<file path="src/rtl/vram_pkg.sv">
`default_nettype none
// ============================================================================
// Module      : vram_pkg
// Description : Shared types and helpers for the VRAM line responder.
// Revision    : 1.0 - initial release
// ============================================================================
package vram_pkg;

    localparam int LINE_BITS = 256;
    localparam int BEAT_BITS = 32;
    localparam int BEATS     = LINE_BITS / BEAT_BITS;
    localparam int BIDX_W    = $clog2(BEATS);

    typedef enum logic [1:0] {
        IDLE    = 2'd0,
        WR      = 2'd1,
        RD      = 2'd2,
        RD_LAST = 2'd3
    } state_t;

    function automatic logic [BEAT_BITS-1:0] beat_slice(
        input logic [LINE_BITS-1:0] line,
        input logic [BIDX_W-1:0]    b
    );
        return line[BEAT_BITS*b +: BEAT_BITS];
    endfunction

endpackage
`default_nettype wire

</file>
<file path="src/rtl/vram_line_responder.sv">
`default_nettype none
// ============================================================================
// Module      : vram_line_responder
// Description : Serialises 256-bit line requests into 32-bit SRAM beats.
// Revision    : 1.0 - initial release
// ============================================================================
module vram_line_responder
    import vram_pkg::*;
#(
    parameter int ADDR_W = 14,
    parameter int LINE_W = 256,
    parameter int BEAT_W = 32
) (
    input  logic                     clk,
    input  logic                     reset,
    input  logic                     rden,
    input  logic                     wren,
    input  logic [ADDR_W-1:0]        address,
    input  logic [LINE_W/8-1:0]      byteena,
    input  logic [LINE_W-1:0]        writeData,
    output logic [LINE_W-1:0]        readData,
    output logic                     rvalid,
    output logic                     busy,
    output logic [ADDR_W+BIDX_W-1:0] mem_addr,
    output logic                     mem_we,
    output logic [BEAT_W/8-1:0]      mem_be,
    output logic [BEAT_W-1:0]        mem_wdata,
    input  logic [BEAT_W-1:0]        mem_rdata
);

    localparam int BE_W = BEAT_W / 8;

    state_t                     state_q,     state_d;
    logic [BIDX_W-1:0]          b_q,         b_d;
    logic [ADDR_W-1:0]          addr_q,      addr_d;
    logic [LINE_W/8-1:0]        be_q,        be_d;
    logic [LINE_W-1:0]          line_q,      line_d;
    logic [LINE_W-1:0]          asm_q,       asm_d;
    logic [LINE_W-1:0]          read_data_q, read_data_d;
    logic                       rvalid_q,    rvalid_d;
    logic [ADDR_W+BIDX_W-1:0]   mem_addr_q,  mem_addr_d;
    logic                       mem_we_q,    mem_we_d;
    logic [BE_W-1:0]            mem_be_q,    mem_be_d;
    logic [BEAT_W-1:0]          mem_wdata_q, mem_wdata_d;

    always_comb begin
        state_d     = state_q;
        b_d         = b_q;
        addr_d      = addr_q;
        be_d        = be_q;
        line_d      = line_q;
        asm_d       = asm_q;
        read_data_d = read_data_q;
        rvalid_d    = 1'b0;

        case (state_q)
            IDLE: begin
                if (wren) begin
                    addr_d  = address;
                    be_d    = byteena;
                    line_d  = writeData;
                    b_d     = '0;
                    state_d = WR;
                end else if (rden) begin
                    addr_d  = address;
                    b_d     = '0;
                    state_d = RD;
                end
            end
            WR: begin
                b_d = b_q + BIDX_W'(1);
                if (b_q == BIDX_W'(BEATS-1)) begin
                    state_d = IDLE;
                end
            end
            RD: begin
                // SRAM data lags its address by one cycle, so beat b lands while b+1 is issued
                if (b_q != '0) begin
                    asm_d[BEAT_W*(b_q - BIDX_W'(1)) +: BEAT_W] = mem_rdata;
                end
                b_d = b_q + BIDX_W'(1);
                if (b_q == BIDX_W'(BEATS-1)) begin
                    state_d = RD_LAST;
                end
            end
            RD_LAST: begin
                read_data_d = {mem_rdata, asm_q[LINE_W-BEAT_W-1:0]};
                rvalid_d    = 1'b1;
                b_d         = '0;
                state_d     = IDLE;
            end
            default: begin
                state_d = IDLE;
            end
        endcase

        // SRAM pins are registered from the next-state view so they change only on clk
        mem_addr_d  = '0;
        mem_be_d    = '0;
        mem_wdata_d = '0;
        if (state_d == WR) begin
            mem_addr_d  = {addr_d, b_d};
            mem_be_d    = be_d[BE_W*b_d +: BE_W];
            mem_wdata_d = beat_slice(line_d, b_d);
        end else if (state_d == RD) begin
            mem_addr_d  = {addr_d, b_d};
        end
        mem_we_d = |mem_be_d;
    end

    always_ff @(posedge clk or negedge reset) begin
        if (!reset) begin
            state_q     <= IDLE;
            b_q         <= '0;
            addr_q      <= '0;
            be_q        <= '0;
            line_q      <= '0;
            asm_q       <= '0;
            read_data_q <= '0;
            rvalid_q    <= 1'b0;
            mem_addr_q  <= '0;
            mem_we_q    <= 1'b0;
            mem_be_q    <= '0;
            mem_wdata_q <= '0;
        end else begin
            state_q     <= state_d;
            b_q         <= b_d;
            addr_q      <= addr_d;
            be_q        <= be_d;
            line_q      <= line_d;
            asm_q       <= asm_d;
            read_data_q <= read_data_d;
            rvalid_q    <= rvalid_d;
            mem_addr_q  <= mem_addr_d;
            mem_we_q    <= mem_we_d;
            mem_be_q    <= mem_be_d;
            mem_wdata_q <= mem_wdata_d;
        end
    end

    assign busy      = (state_q != IDLE);
    assign readData  = read_data_q;
    assign rvalid    = rvalid_q;
    assign mem_addr  = mem_addr_q;
    assign mem_we    = mem_we_q;
    assign mem_be    = mem_be_q;
    assign mem_wdata = mem_wdata_q;

endmodule
`default_nettype wire

</file>
<file path="config.mk">
export PLATFORM = sky130hd
export DESIGN_NAME = vram_line_responder
export DESIGN_NICKNAME = d
export VERILOG_FILES = /design/src/rtl/vram_pkg.sv /design/src/rtl/vram_line_responder.sv
export SDC_FILE = /design/constraint.sdc
export NUM_CORES = 1
export LEC_CHECK = 0
export BUFFER_PORTS_ARGS = -buffer_cell sky130_fd_sc_hd__buf_2
export CORE_MARGIN = 4
export CORE_UTILIZATION = 35
export CTS_BUF_LIST = sky130_fd_sc_hd__clkbuf_16
export CTS_CLUSTER_SIZE = 30
export DETAILED_ROUTE_END_ITERATION = 16
export PLACE_DENSITY = 0.65
export SYNTH_ARGS = -nofsm -noshare
export SYNTH_HDL_FRONTEND = slang
export SYNTH_SLANG_ARGS = --single-unit
</file>
<file path="constraint.sdc">
create_clock -name clk -period 6.8 [get_ports clk]
set_input_delay 0.34 -clock clk [delete_from_list [all_inputs] [get_ports clk]]
set_output_delay 0.34 -clock clk [all_outputs]
set_load 0.01 [all_outputs]
</file>
* After elaboration in Yosys (flattened, before gate mapping) *
Index checks and enable logic that the tools add are counted.

word-level totals
  output and inout port bits = 312
  word-level logic and storage cells = 52
  input bits = 338
  flip-flop bits (word level) = 874

operators by class
  shift operators = 4
  add/sub/neg operators = 3
  multiplexer cells = 21
  reductions and logical operators = 6
  equal/unequal tests = 6

operators by type and width
  operator                     count
  $mux W256                    2
  $bwmux W256                  1
  $shift A32 B34 Y256 const A  1
  $shiftx A256 B9 Y32          1
  $shiftx A32 B34 Y256         1
  $mux W32                     3
  $mux W14                     3
  $mux W17                     2
  $neg A32 Y34                 1
  $shiftx A32 B6 Y4            1
  $pmux W3 S3                  1
  $mux W2                      4
  $pmux W2 S4                  1
  $eq A2 B2 Y1 const B         3
  $mux W3                      2
  $eq A2 B1 Y1 const B         2
  $mux W4                      1
  $reduce_or A4 Y1             1
  $sub A3 B1 Y4 const B        1
  $add A3 B1 Y3 const B        1
  $eq A3 B3 Y1 const B         1
  $reduce_bool A3 Y1           1
  $logic_not A2 Y1             1
  $reduce_and A2 Y1            1
  3 further kinds              3

* Longest topological paths before layout *
  depth in word-level cells = 6
  gate-level depth with buffers = 15
  depth with buffers taken out = 12

* Least setup slack after synthesis *
Ideal clock, no wire load.

  path type = reg2reg
  start = reg b_q[0]
  end = reg asm_q[10]
  stages on the path, launching flop included = 14
  period minus slack after synthesis = 3.553 ns
  path buffers = 2
  library setup time = 0.125 ns
  data required time = 6.675 ns
  setup slack = 3.247 ns
  arrival time = 3.428 ns
  cells stage by stage = dfrtp_1 -> buf_2 -> inv_1 -> ha_1 -> xnor2_1 -> and3_1 -> inv_1 -> ha_1 -> nor4bb_1 -> nand3_1 -> a211o_1 -> nor3_1 -> buf_2 -> mux2_2

on the way
  word-level cells in the longest chain between the ends = 4
  elaborated cells between the ends (all ways) = 7
  those cells by class = 2 x add/sub; 2 x shift; 1 x mux; 2 x reduce/logical

ends and longest elaborated chain
  item                                                                RTL line                    text
  start: declaration                                                  vram_line_responder.sv:34   logic [BIDX_W-1:0] b_q, b_d;
  start signal: assignment                                            vram_line_responder.sv:114  b_q <= '0;
  start signal: assignment                                            vram_line_responder.sv:127  b_q <= b_d;
  $sub A3 B1 Y4                                                       vram_line_responder.sv:79   asm_d[BEAT_W*(b_q - BIDX_W'(1)) +: BEAT_W] = mem_rdata;
  $neg A32 Y34                                                        vram_line_responder.sv:79
  $shiftx A32 B34 Y256 / $shift A32 B34 Y256 (equally long branches)  vram_line_responder.sv:79
  $bwmux W256                                                         vram_line_responder.sv:79
  end signal: assignment                                              vram_line_responder.sv:131  asm_q <= asm_d;
  end: declaration                                                    vram_line_responder.sv:38   logic [LINE_W-1:0] asm_q, asm_d;

Several ways; a longest one is shown, not always the timed one.
A chain may end at the register's enable or synchronous reset.

* Worst setup path in the final report *
  start = reg b_q[0]
  end = reg asm_q[113]

Same word-level chain as after synthesis.

==> summary.md <==
| Metric | Value |
|---|---|
| Placeable Area | 95,400 µm² |
| Layout Cells excl Fill | between 5,000 and 6,000 |
| Initial Util | 35.5% |
| DRC violations left | 0 |
| Outcome | finished, final reports clean |
| Share of cells above drive strength 1 | 37.3% |
| Synth Cell Area | 33,900 µm² |
| Post-synth EDFFs | 0 |
| Cell variety after synth | 46 |
| Clock transition at path regs | 0.06 ns |
| 1st-iter DRT viols | 1,474 |
| Chip width | 319 µm |
| Die area | 102,000 µm² |
| Final Critical Period | 4.47 ns |
| Top FF cell, synth | dfrtp_1 |
| Top-area cell type share of the netlist area | between 60% and 70% |
| Die Span Y | ~320 µm |
| Syn_area_per_cell | 12.3 µm² |
| Post-route ant nets | 0 |
| Worst-path fanout max | 32 |
| Synth Register Bits | 842 |
| Overall power | 19.2 mW |
| Gr ovfl total | 0 |
| Ports | 650 |
| FFs w/ async S/R, synth | 100% |
| CP Capture Type | flop |
| Hold wc startpoint | writeData[221] |
| R2r endpoint | asm_q[113] |
| Worst slew pin tran | 1.11 ns |
| Commonest non-fill, non-tap cell in the layout | dfrtp_1 |
| Total number of vias | 24,700 |
| Worst R2R Start | b_q[0] |
| CP Class | flop to flop |
| Maxcap violations | 0 |
| Routed WL | 107,000 µm |
| Cell area after layout | 44,500 µm² |
| Avg WL per Cell | 21.2 µm |
| Final number of setup-violating endpoints | 0 |
| Hold path endpoint | line_q[221] |
| Largest net degree at the start of global routing | 167 |
| Post-Syn Nets | 3,106 |
| Clk Latency, worst-skew pair | 0.66 ns |
| Slew Viols, Final | 0 |
| Post-CTS Resized | 0 |
| Top post-synthesis cells by area | dfrtp_1 62%, mux2_2 19%, nand2_1 4.2% |
| DP Wirelength | between 70,000 and 80,000 µm |
| First-pass GRT wire length | 163,000 µm |
| Commonest non-fill, non-tap cells in the layout | 842 x dfrtp_1, 648 x buf_2, 569 x mux2_2 |
| DRT Pass-1 Iters | 5 |
| Hold WC Path Type | input pin to flop |
| Placed cell area | 38,400 µm² |
| Power Density | around 430 nW/µm² |
| Crit path DAT | between 5 and 6 ns |
| Required time of the critical path | 7.34 ns |
| H-tree depth | 3 |
| Leakage | 19.5 nW |
| Unrepaired setup endpoints after global routing | no |
| CTS sink cnt | 842 |
| FMAX | 0.223 GHz |
| Yosys warnings | 0 |
| Num CTS Buffers | 91 |
| Final clock skew | ~0.027 ns |
| Nets@finish | a little over 4,000 |
| Fin. Hold Viols | 0 |
| Clock tree buffer depth | 3 |
| CTS tree | done |
| Cell count after synthesis | 2,751 |
| Placed cells | 4,528 |
| Vias per inst | about 5 |
| Sequential share of the synthesized area | 62.2% |
| Vias in the first global route | 26,100 |
| Initial antenna violation count | 19 |
| Post-synth top area cell | dfrtp_1 |
| I/O Buffers | 649 |
| Row count | 113 |
| Worst Setup Start Kind | flop |
| RD Place Congestion | 0.818 |
| Peak supply drop | 0.266 mV |
| Area Overhead vs Synth | 31.4% |
| Hold slack | 0.0457 ns |
| Period utilization | ~66% |
| Worst slew margin | around a quarter |
| Root Buffer | clkbuf_16 |
| Hold Crit Depth | 2 |
| FF-to-FF setup slack | 2.33 ns |
| Setup TNS | 0 ns |
| R2R cell count | 10 |
| Gr usage total | roughly a fifth |
-- critical path, cell delays in order (launching register included) --
cell	delay, ns
dfrtp_1	0.69
inv_1	0.22
ha_1	0.27
xnor2_1	0.39
nand3_1	0.18
ha_1	0.35
a211oi_1	0.70
nand2_1	0.25
or4_2	1.00
nand2_1	0.20
nand2_1	0.07
-- routing by layer --
metal / global-route usage [%] / up-vias / wire length (µm)
met5: 0 / - / 34
met4: 7.40 / 6 / 3760
met3: 5.05 / 182 / 6930
met2: 35.0 / 773 / 52100
met1: 25.7 / 12400 / 43800
li1: - / 11300 / -
-- cell type report --
class / instances / area, µm²
Inverter: 15 / 62.6
Clock inverter: 71 / 458
Tap cell: 1265 / 1580
Clock buffer: 92 / 2300
Multi-Input combinational cell: 1720 / 12100
Timing Repair Buffer: 1015 / 6890
Antenna cell: 16 / 40.0
Sequential cell: 842 / 21100
Fill cell: 8560 / 51000
-- through the flow --
step / worst slack (ns) / util, %
final: 2.33 / 46.6
after detailed placement: 2.37 / 40.2
after CTS: 2.37 / 46.6
after global placement: 2.55 / 40.2
after global routing: 2.05 / 46.6
after floorplan: 3.25 / -
-- how the worst max path moves through the flow --
stage	end	cells past startpoint	start	slack (ns)
finish	asm_q[113]	10	b_q[0]	2.33
global route	asm_q[37]	9	b_q[0]	2.05
CTS	asm_q[53]	9	b_q[0]	2.37
detailed placement	asm_q[55]	9	b_q[0]	2.37
global placement	mem_we	10	b_q[0]	2.55
floorplan	asm_q[10]	13	b_q[0]	3.25
-- registers in the layout, indices dropped and copies added (netlist names), 2 cells and up --
name,flops
b_q,3
be_q,32
asm_q,224
mem_be,4
state_q,2
readData,256
addr_q,14
line_q,256
mem_addr,17
mem_wdata,32
-- cell usage after synthesis, types with 2 or more instances --
cell type  count
nor4bb_1       2
nor2b_1       16
buf_1         15
buf_2         48
clkbuf_1     106
or4_1          2
a211oi_1       2
ha_1          17
nor2_1       236
a32oi_1        3
nor3_1       104
dfrtp_1      842
xnor2_1        3
mux2_2       569
mux2_1         9
mux2i_1       45
and2_1         2
a31oi_1        4
buf_6          4
inv_1         13
o21ai_1       10
o21ai_0      218
a21oi_1       34
nand2_1      379
o2111a_1       3
nand3_1       44
a211o_1        2
-- cells by family (layout without fill, tap and decap cells) --
logic type,Yosys count,count (layout),synth area share (%)
flops,842,842,62.2
simple gates,795,795,9.70
mux,624,624,20.6
compound gates,280,280,4.35
buf+inv,189,1193,2.38
fa+ha+maj,17,17,0.628
xor+xnor,4,4,0.103
other cells,0,16,0
-- power breakdown --
part | total, mW | internal (mW) | switching (mW) | leakage (nW)
logic | 7.09 | 3.04 | 4.05 | 8.85
clock network | 4.60 | 2.54 | 2.05 | 1.46
registers | 7.48 | 6.78 | 0.699 | 9.21
total | 19.2 | 12.4 | 6.80 | 19.5
-- what timing repair did --
item                      4_1_cts  5_1_grt
buffers inserted                0        0
hold buffers                  329        0
hold endpoints to repair      472        0
Power figures use the tool's default switching activity.
